==> src/rtl/rca_pkg.sv <==
// Shared definitions for the nibble-serial ripple-carry adder.
// Optional feature macro: RCA_SEQ_OVF_EN (signed-overflow output).
package rca_pkg;

   localparam int NIBBLE_W = 4;

   typedef enum logic [1:0] {
      IDLE = 2'd0,
      ADD  = 2'd1,
      DONE = 2'd2
   } seq_state_e;

   // Two's-complement overflow: operands agree in sign but the sum does not.
   function automatic logic signedOvf(input logic aMsb, input logic bMsb, input logic sumMsb);
      return (aMsb == bMsb) && (sumMsb != aMsb);
   endfunction

endpackage

==> src/rtl/ripple_carry_adder_4bit.sv <==
// 4-bit ripple-carry slice: one full adder per bit, carry chained LSB to MSB.
module ripple_carry_adder_4bit (
   input  logic [3:0] a_i,
   input  logic [3:0] b_i,
   input  logic       cin_i,
   output logic [3:0] sum_o,
   output logic       cout_o
);

   logic [4:0] carry;

   // Ripple the carry through four full-adder stages.
   always_comb begin
      carry    = '0;
      sum_o    = '0;
      carry[0] = cin_i;
      for (int i = 0; i < 4; i++) begin
         sum_o[i]     = a_i[i] ^ b_i[i] ^ carry[i];
         carry[i + 1] = (a_i[i] & b_i[i]) | (carry[i] & (a_i[i] ^ b_i[i]));
      end
      cout_o = carry[4];
   end

endmodule

==> src/rtl/rca_nibble_sequencer.sv <==
// Multi-cycle WIDTH-bit adder that feeds the 4-bit ripple slice one nibble
// per cycle, LSB first, with the inter-nibble carry held in a register.
// Optional feature macro: RCA_SEQ_OVF_EN adds the registered out_ovf port.
module rca_nibble_sequencer
   import rca_pkg::*;
#(
   parameter int WIDTH = 16
) (
   input  logic             clk,
   input  logic             rst_n,
   input  logic             in_valid,
   output logic             in_ready,
   input  logic [WIDTH-1:0] in_a,
   input  logic [WIDTH-1:0] in_b,
   input  logic             in_cin,
   output logic             out_valid,
   input  logic             out_ready,
   output logic [WIDTH-1:0] out_sum,
`ifdef RCA_SEQ_OVF_EN
   output logic             out_ovf,
`endif
   output logic             out_cout
);

   localparam int NIBBLES = WIDTH / NIBBLE_W;
   localparam int IDX_W   = (NIBBLES > 1) ? $clog2(NIBBLES) : 1;
   localparam logic [IDX_W-1:0] LAST_IDX = IDX_W'(NIBBLES - 1);

   seq_state_e           state_q, state_d;
   logic [IDX_W-1:0]     idx_q, idx_d;
   logic [WIDTH-1:0]     a_q, a_d;
   logic [WIDTH-1:0]     b_q, b_d;
   logic [WIDTH-1:0]     sum_q, sum_d;
   logic                 carry_q, carry_d;

   logic [NIBBLE_W-1:0]  sliceA;
   logic [NIBBLE_W-1:0]  sliceB;
   logic [NIBBLE_W-1:0]  sliceSum;
   logic                 sliceCout;
   logic                 lastNibble;

   // Select the current operand nibbles for the slice.
   always_comb begin
      sliceA     = a_q[NIBBLE_W*idx_q +: NIBBLE_W];
      sliceB     = b_q[NIBBLE_W*idx_q +: NIBBLE_W];
      lastNibble = (idx_q == LAST_IDX);
   end

   ripple_carry_adder_4bit uSlice (
      .a_i    (sliceA),
      .b_i    (sliceB),
      .cin_i  (carry_q),
      .sum_o  (sliceSum),
      .cout_o (sliceCout)
   );

   // Next-state logic for the IDLE -> ADD -> DONE sequence and its datapath.
   always_comb begin
      state_d = state_q;
      idx_d   = idx_q;
      a_d     = a_q;
      b_d     = b_q;
      sum_d   = sum_q;
      carry_d = carry_q;
      case (state_q)
         IDLE: begin
            if (in_valid) begin
               a_d     = in_a;
               b_d     = in_b;
               carry_d = in_cin;
               idx_d   = '0;
               sum_d   = '0;
               state_d = ADD;
            end
         end
         ADD: begin
            sum_d[NIBBLE_W*idx_q +: NIBBLE_W] = sliceSum;
            carry_d = sliceCout;
            if (lastNibble) begin
               state_d = DONE;
            end else begin
               idx_d = idx_q + 1'b1;
            end
         end
         DONE: begin
            if (out_ready) begin
               state_d = IDLE;
            end
         end
         default: state_d = IDLE;
      endcase
   end

   // State and datapath registers; reset discards any partial result.
   always_ff @(posedge clk) begin
      if (!rst_n) begin
         state_q <= IDLE;
         idx_q   <= '0;
         a_q     <= '0;
         b_q     <= '0;
         sum_q   <= '0;
         carry_q <= 1'b0;
      end else begin
         state_q <= state_d;
         idx_q   <= idx_d;
         a_q     <= a_d;
         b_q     <= b_d;
         sum_q   <= sum_d;
         carry_q <= carry_d;
      end
   end

`ifdef RCA_SEQ_OVF_EN
   logic ovf_q, ovf_d;

   // Overflow is captured alongside the final nibble and cleared on accept.
   always_comb begin
      ovf_d = ovf_q;
      if (state_q == IDLE && in_valid) begin
         ovf_d = 1'b0;
      end else if (state_q == ADD && lastNibble) begin
         ovf_d = signedOvf(a_q[WIDTH-1], b_q[WIDTH-1], sliceSum[NIBBLE_W-1]);
      end
   end

   // Overflow register.
   always_ff @(posedge clk) begin
      if (!rst_n) begin
         ovf_q <= 1'b0;
      end else begin
         ovf_q <= ovf_d;
      end
   end

   assign out_ovf = ovf_q;
`endif

   // Outputs come straight from registers; in_ready is held low during reset.
   assign in_ready  = (state_q == IDLE) && rst_n;
   assign out_valid = (state_q == DONE);
   assign out_sum   = sum_q;
   assign out_cout  = carry_q;

endmodule
==> config.mk <==
export PLATFORM = sky130hd
export DESIGN_NAME = rca_nibble_sequencer
export DESIGN_NICKNAME = d
export VERILOG_FILES = /design/src/rtl/rca_pkg.sv /design/src/rtl/ripple_carry_adder_4bit.sv /design/src/rtl/rca_nibble_sequencer.sv
export SDC_FILE = /design/constraint.sdc
export NUM_CORES = 1
export LEC_CHECK = 0
export CORE_MARGIN = 5
export CORE_UTILIZATION = 51
export CTS_BUF_LIST = sky130_fd_sc_hd__clkbuf_4
export CTS_CLUSTER_DIAMETER = 200
export DETAILED_ROUTE_END_ITERATION = 10
export PLACE_DENSITY_LB_ADDON = 0.08
export SYNTH_ARGS = -nofsm -noshare
export SYNTH_HDL_FRONTEND = slang
export SYNTH_SLANG_ARGS = --single-unit
==> constraint.sdc <==
create_clock -name clk -period 3.6 [get_ports clk]
set_clock_uncertainty 0.05 [all_clocks]
set_input_delay 0.9 -clock clk [delete_from_list [all_inputs] [get_ports clk]]
set_output_delay 0.9 -clock clk [all_outputs]
set_load 0.02 [all_outputs]
* Word-level counts from Yosys, hierarchy flattened
Cells that the tools add are included.
** Storage, ports and cells
- Flip-flop bits (word level) :: 53
- Input port bits :: 37
- Output and inout port bits :: 19
- Logic and storage cells :: 58
** Operators by class
- Add/subtract/negate cells :: 2
- Equal/unequal tests :: 7
- Shift-type cells :: 4
- Mux-type cells :: 12
- Bitwise operators :: 20
- Reduce and logical (&&, ||, !) cells :: 7
** Operators by type and width (count)
- 4-bit negator with 34-bit output :: 1
- 4-bit by 34-bit variable shift with 16-bit output, first input constant :: 1
- 4-bit by 34-bit indexed part select with 16-bit output :: 1
- 16-bit case mux with 2 select lines :: 1
- 16-bit by 5-bit indexed part select with 4-bit output :: 2
- 16-bit bitwise mux :: 1
- 16-bit 2-to-1 mux :: 1
- 2-bit 2-to-1 mux :: 5
- 1-bit bitwise AND :: 8
- 1-bit bitwise XOR :: 8
- 2-bit inequality test, second input constant :: 3
- 2-bit case mux with 3 select lines :: 1
- 3-bit AND reduction :: 2
- 2-bit equality test, second input constant :: 2
- 1-bit OR :: 4
- 2-bit case mux with 2 select lines :: 1
- 2-bit AND reduction :: 2
- 2-bit by 1-bit adder with 2-bit output, second input constant :: 1
- 2-bit by 1-bit equality test with 1-bit output, second input constant :: 1
- 2-bit zero test :: 1
- 2-bit by 1-bit inequality test with 1-bit output, second input constant :: 1
- 1-bit case mux with 2 select lines :: 1
- 2-bit nonzero test :: 1
- 1-bit logical AND :: 1
- 1-bit 2-to-1 mux :: 1

* Longest topological paths before layout
- Word-level depth :: 12
- Gate-level depth with buffers :: 12
- Depth with buffers taken out :: 11

* By module
A second synthesis with hierarchy kept.
** Unflattened totals
- Cell total of the unflattened synthesis :: 274
- Area total of the unflattened synthesis :: 2453.6 µm²
** Modules (own cells, without submodules)
- rca_nibble_sequencer :: times used 1, cells each 260, area each 2336.0 µm², sequential area each 1061.0 µm²
- ripple_carry_adder_4bit :: times used 1, cells each 14, area each 117.6 µm², sequential area each 0.0 µm²

* Worst setup path after synthesis
OpenSTA, ideal clock, no wires.
- Path kind :: register to register
- Start point :: register idx_q[0]
- End point :: register sum_q[3], in the netlist out_sum[3]
- Setup time :: 0.117 ns
- Data arrival time :: 2.537 ns
- Data required time :: 3.433 ns
- Slack :: 0.896 ns
- Stages on the path, launching flop included :: 10
- Buffers on the path :: 2
- Period minus slack after synthesis :: 2.704 ns
- Cells stage by stage :: dfxtp_1 -> buf_2 -> buf_4 -> mux4_2 -> fa_1 -> inv_1 -> fa_1 -> inv_1 -> fa_1 -> a32o_1
** On the way
- Cells in the longest elaborated chain, start to end :: 12
- Elaborated cells on any way between the ends :: 24
- Classes of those cells :: add/sub: 1; shift: 4; mux: 2; bitwise: 17
** Ends and longest elaborated chain
- start: declaration :: line rca_nibble_sequencer.sv:30 : logic [IDX_W-1:0] idx_q, idx_d;
- start signal: assignment :: line rca_nibble_sequencer.sv:105 : idx_q <= idx_d;
- 16-bit by 5-bit indexed part select with 4-bit output (on tied branches) :: line rca_nibble_sequencer.sv:44, rca_nibble_sequencer.sv:45
- 1-bit bitwise XOR :: line ripple_carry_adder_4bit.sv:18, ripple_carry_adder_4bit.sv:19
- 1-bit bitwise AND :: line ripple_carry_adder_4bit.sv:19 : carry[i + 1] = (a_i[i] & b_i[i]) | (carry[i] & (a_i[i] ^ b_i[i]));
- 1-bit OR :: line ripple_carry_adder_4bit.sv:19
- 1-bit bitwise AND :: line ripple_carry_adder_4bit.sv:19
- 1-bit OR :: line ripple_carry_adder_4bit.sv:19
- 1-bit bitwise AND :: line ripple_carry_adder_4bit.sv:19
- 1-bit OR :: line ripple_carry_adder_4bit.sv:19
- 1-bit bitwise XOR :: line ripple_carry_adder_4bit.sv:18 : sum_o[i] = a_i[i] ^ b_i[i] ^ carry[i];
- 4-bit by 34-bit indexed part select with 16-bit output :: line rca_nibble_sequencer.sv:77 : sum_d[NIBBLE_W*idx_q +: NIBBLE_W] = sliceSum;
- 16-bit bitwise mux * :: line rca_nibble_sequencer.sv:77
- 16-bit case mux with 2 select lines * :: line rca_nibble_sequencer.sv:65 : case (state_q)
- end signal: assignment :: line rca_nibble_sequencer.sv:108 : sum_q <= sum_d;
- end: declaration :: line rca_nibble_sequencer.sv:33 : logic [WIDTH-1:0] sum_q, sum_d;
Mark *: on every way between the ends. The rest lies on a longest branch, timed or not.
A chain may end at the register's enable or synchronous reset.

* Final worst setup path
- Start point :: input rst_n
- End point :: output in_ready
** On the way
- Cells in the longest elaborated chain, start to end :: 1
** Ends and longest elaborated chain
- start: declaration :: line rca_nibble_sequencer.sv:10 : input logic rst_n,
- 1-bit logical AND :: line rca_nibble_sequencer.sv:139 : assign in_ready = (state_q == IDLE) && rst_n;
- end: declaration :: line rca_nibble_sequencer.sv:12 : output logic in_ready,
Every way passes these cells.

==> results.ini <==
[timing]
hold_viol = 0
post-route-period-util = 0.864
layout_min_cycle_time_ns = 3.11
rsz0062_at_grt = false
setup_viol = 0
setup_ws_ns = 0.489
fmax_ghz = 0.321
finalMaxSlewViolations = 0
tightest_slew_ns = 0.564
relSlewSlack = 0.624
tns_ns = 0

[grt]
antenna_found_initial = 0
track_usage = 0.171
grt_pass1_vias = 1840
grt_max_degree = 33
grt_overflow = 0
grt_pass1_wl_um = 8500

[die]
die_area_mm2 = 0.00613
core.rowCount = 24
initial_core_util = 0.535
io_pins = 56
die_w_um = 78.3
coreArea_mm2 = 0.00444
die_y_um = 78.3

[critical_path]
worstPathCellList = clkdlybuf4s50_1 -> nand2b_1 -> nor2_1 -> clkdlybuf4s50_1
cpMostUsedCell = clkdlybuf4s50_1
cpMaxStageDelayCell = clkdlybuf4s50_1
worstSetupEndpointType = primary output
required_ns = 2.65
startpoint_type = primary input
max_stage_delay_ns = 0.61
cp_top_family = buffers and inverters
critPathKind = primary input to primary output
cp_data_arrival_time_ns = 2.16
worstPathMaxFanout = 3
crit_buf_inv = 2

[yosys]
synth_top_area_frac = 0.446
synthTopCellsByArea = dfxtp_1, nand2_1, a21oi_1
yosysUniqueCellTypes = 32
synth-edff-count = 0
synth_cells = 270
synth.most_common_cell = nand2_1
synthFlopType = dfxtp_1
synth_top_cell_by_area = dfxtp_1
synth_seq_area_share = 0.446
synth-async-reset-ratio = 0
synthTopCellsByCount = nand2_1, dfxtp_1, a21oi_1
syn_avg_cell_area_um2 = 8.80
ys_ff_latch = 53
syn_area_mm2 = 0.00238
syn-num-nets = 315
yosysWarnings = 0

[clocking]
h-tree-depth = 2
clock_latency_ns = 0.35
numCtsBuffers = 5
ctsHoldBuffers = 0
cts_root_buf = clkbuf_4
cts_resized = 0
clock_path_buffers = 2
clkTransAtPathRegs_ns = 0.13
clock_sinks = 53
cts_setup_buffers = 0
cts_tree = built

[job]
max_cap_violations = 0

[placement]
port_buffers = 55
dpl_worst_slack_ns = 0.489
globalplace.congestion = 0.823
dp.cells = 365
hpwl_um = 3760

[power_and_ir_drop]
leakagePower_nw = 1.08
p_per_area_mw_per_mm2 = 382
ir_drop_v = 0.000230
p_total_w = 0.00114

[min_path]
holdCritPathClass = flip-flop to flip-flop

[drt]
routed_wl_um = 4970
dr.pass1.iters = 4
vias = 1981
wl_per_cell_um = 13.3
drt_iter0_drc = 162
vias_per_cell = 5.31
ant_nets = 0
drcViolationCount = 0

[cells_and_area]
fill_cells = 402
final_util = 0.672
instances_no_fill = 373
num_antenna_cells = 0
drive_above_1_share = 0.0748
final_nets = 365
syn2layout_area_growth_pct = 25.6

[run_status]
outcome = completed

cell type report:
class	instances	area (µm²)	area share
Clock buffer	6	45.0	0.0151
Clock inverter	2	33.8	0.0113
Inverter	12	45.0	0.0151
Multi-Input combinational cell	187	1140	0.382
Sequential cell	53	1060	0.355
Tap cell	52	65.1	0.0218
Timing Repair Buffer	61	596	0.199
sequential cells by signal, summed over array words and instances, names as in the netlist:
register,cells
out_sum,16
state_q,2
out_cout,1
a_q,16
b_q,16
idx_q,2
logic make-up after synthesis:
group,count (synthesis),share of synthesized area
AO/OA/AOI/OAI,61,0.145
adder cells (fa/ha/maj),8,0.0547
buffers and inverters,30,0.0768
flip-flops,53,0.446
multiplexers,8,0.0758
AND/OR/NAND/NOR,110,0.201
tightest hold or removal path: stages (launching register included):
cell	delay [ns]
dfxtp_1	0.33
nand2_1	0.05
a21oi_1	0.05
layout by cell type (no fill, tap or decap):
cell             Yosys  routed
inv_1               11      11
a21o_1               1       1
fa_1                 4       4
nor2b_1              2       2
o21bai_1             1       1
or3b_1               1       1
nand2b_1             5       5
a31oi_1              2       2
mux4_2               8       8
o21ai_0              1       1
nor2_1               3       3
nand3_1              5       5
clkdlybuf4s50_1      0      55
a22oi_1              2       2
buf_4                1       6
or4_1                1       1
o22ai_1             14      14
or4_4                1       1
and4bb_2             1       1
a21oi_1             38      38
ha_1                 4       4
a32o_1               2       2
clkbuf_4             0       6
and2_1               1       1
clkinv_1             1       2
and3_1               1       1
nor3b_4              0       1
nor4_1               1       1
dfxtp_1             53      53
nand2_1             87      87
bufinv_16            0       1
final timing paths:
kind,depth (start not counted),endpoint,slack (ns),start
hold / removal,2,a_q[2],0.41,a_q[2]
hold reg to reg,2,a_q[2],0.41,a_q[2]
setup reg to reg,11,out_sum[7],0.67,idx_q[0]
setup / recovery,4,in_ready,0.49,rst_n
metrics by stage:
step                      instance area, µm²  hold WS [ns]
after floorplan                         2380         0.383
after global placement                  2910         0.389
after detailed placement                2910         0.397
after CTS                               2990         0.416
after global routing                    2990         0.440
final                                   2990         0.414
where the power goes:
part | total [W] | switching [W] | internal [W]
combinational | 0.000185 | 0.0000908 | 0.0000947
clock | 0.000322 | 0.000169 | 0.000152
sequential | 0.000635 | 0.0000209 | 0.000614
total | 0.00114 | 0.000281 | 0.000861
layer usage:
layer  GRT usage  up-vias  share of wire
li1            -     1018              -
met1       0.221      913           0.46
met2       0.283       45           0.47
met3      0.0389        5          0.058
met4      0.0559        0          0.011
met5           0        -              0
Note: power is estimated with default switching activity, not from simulation.
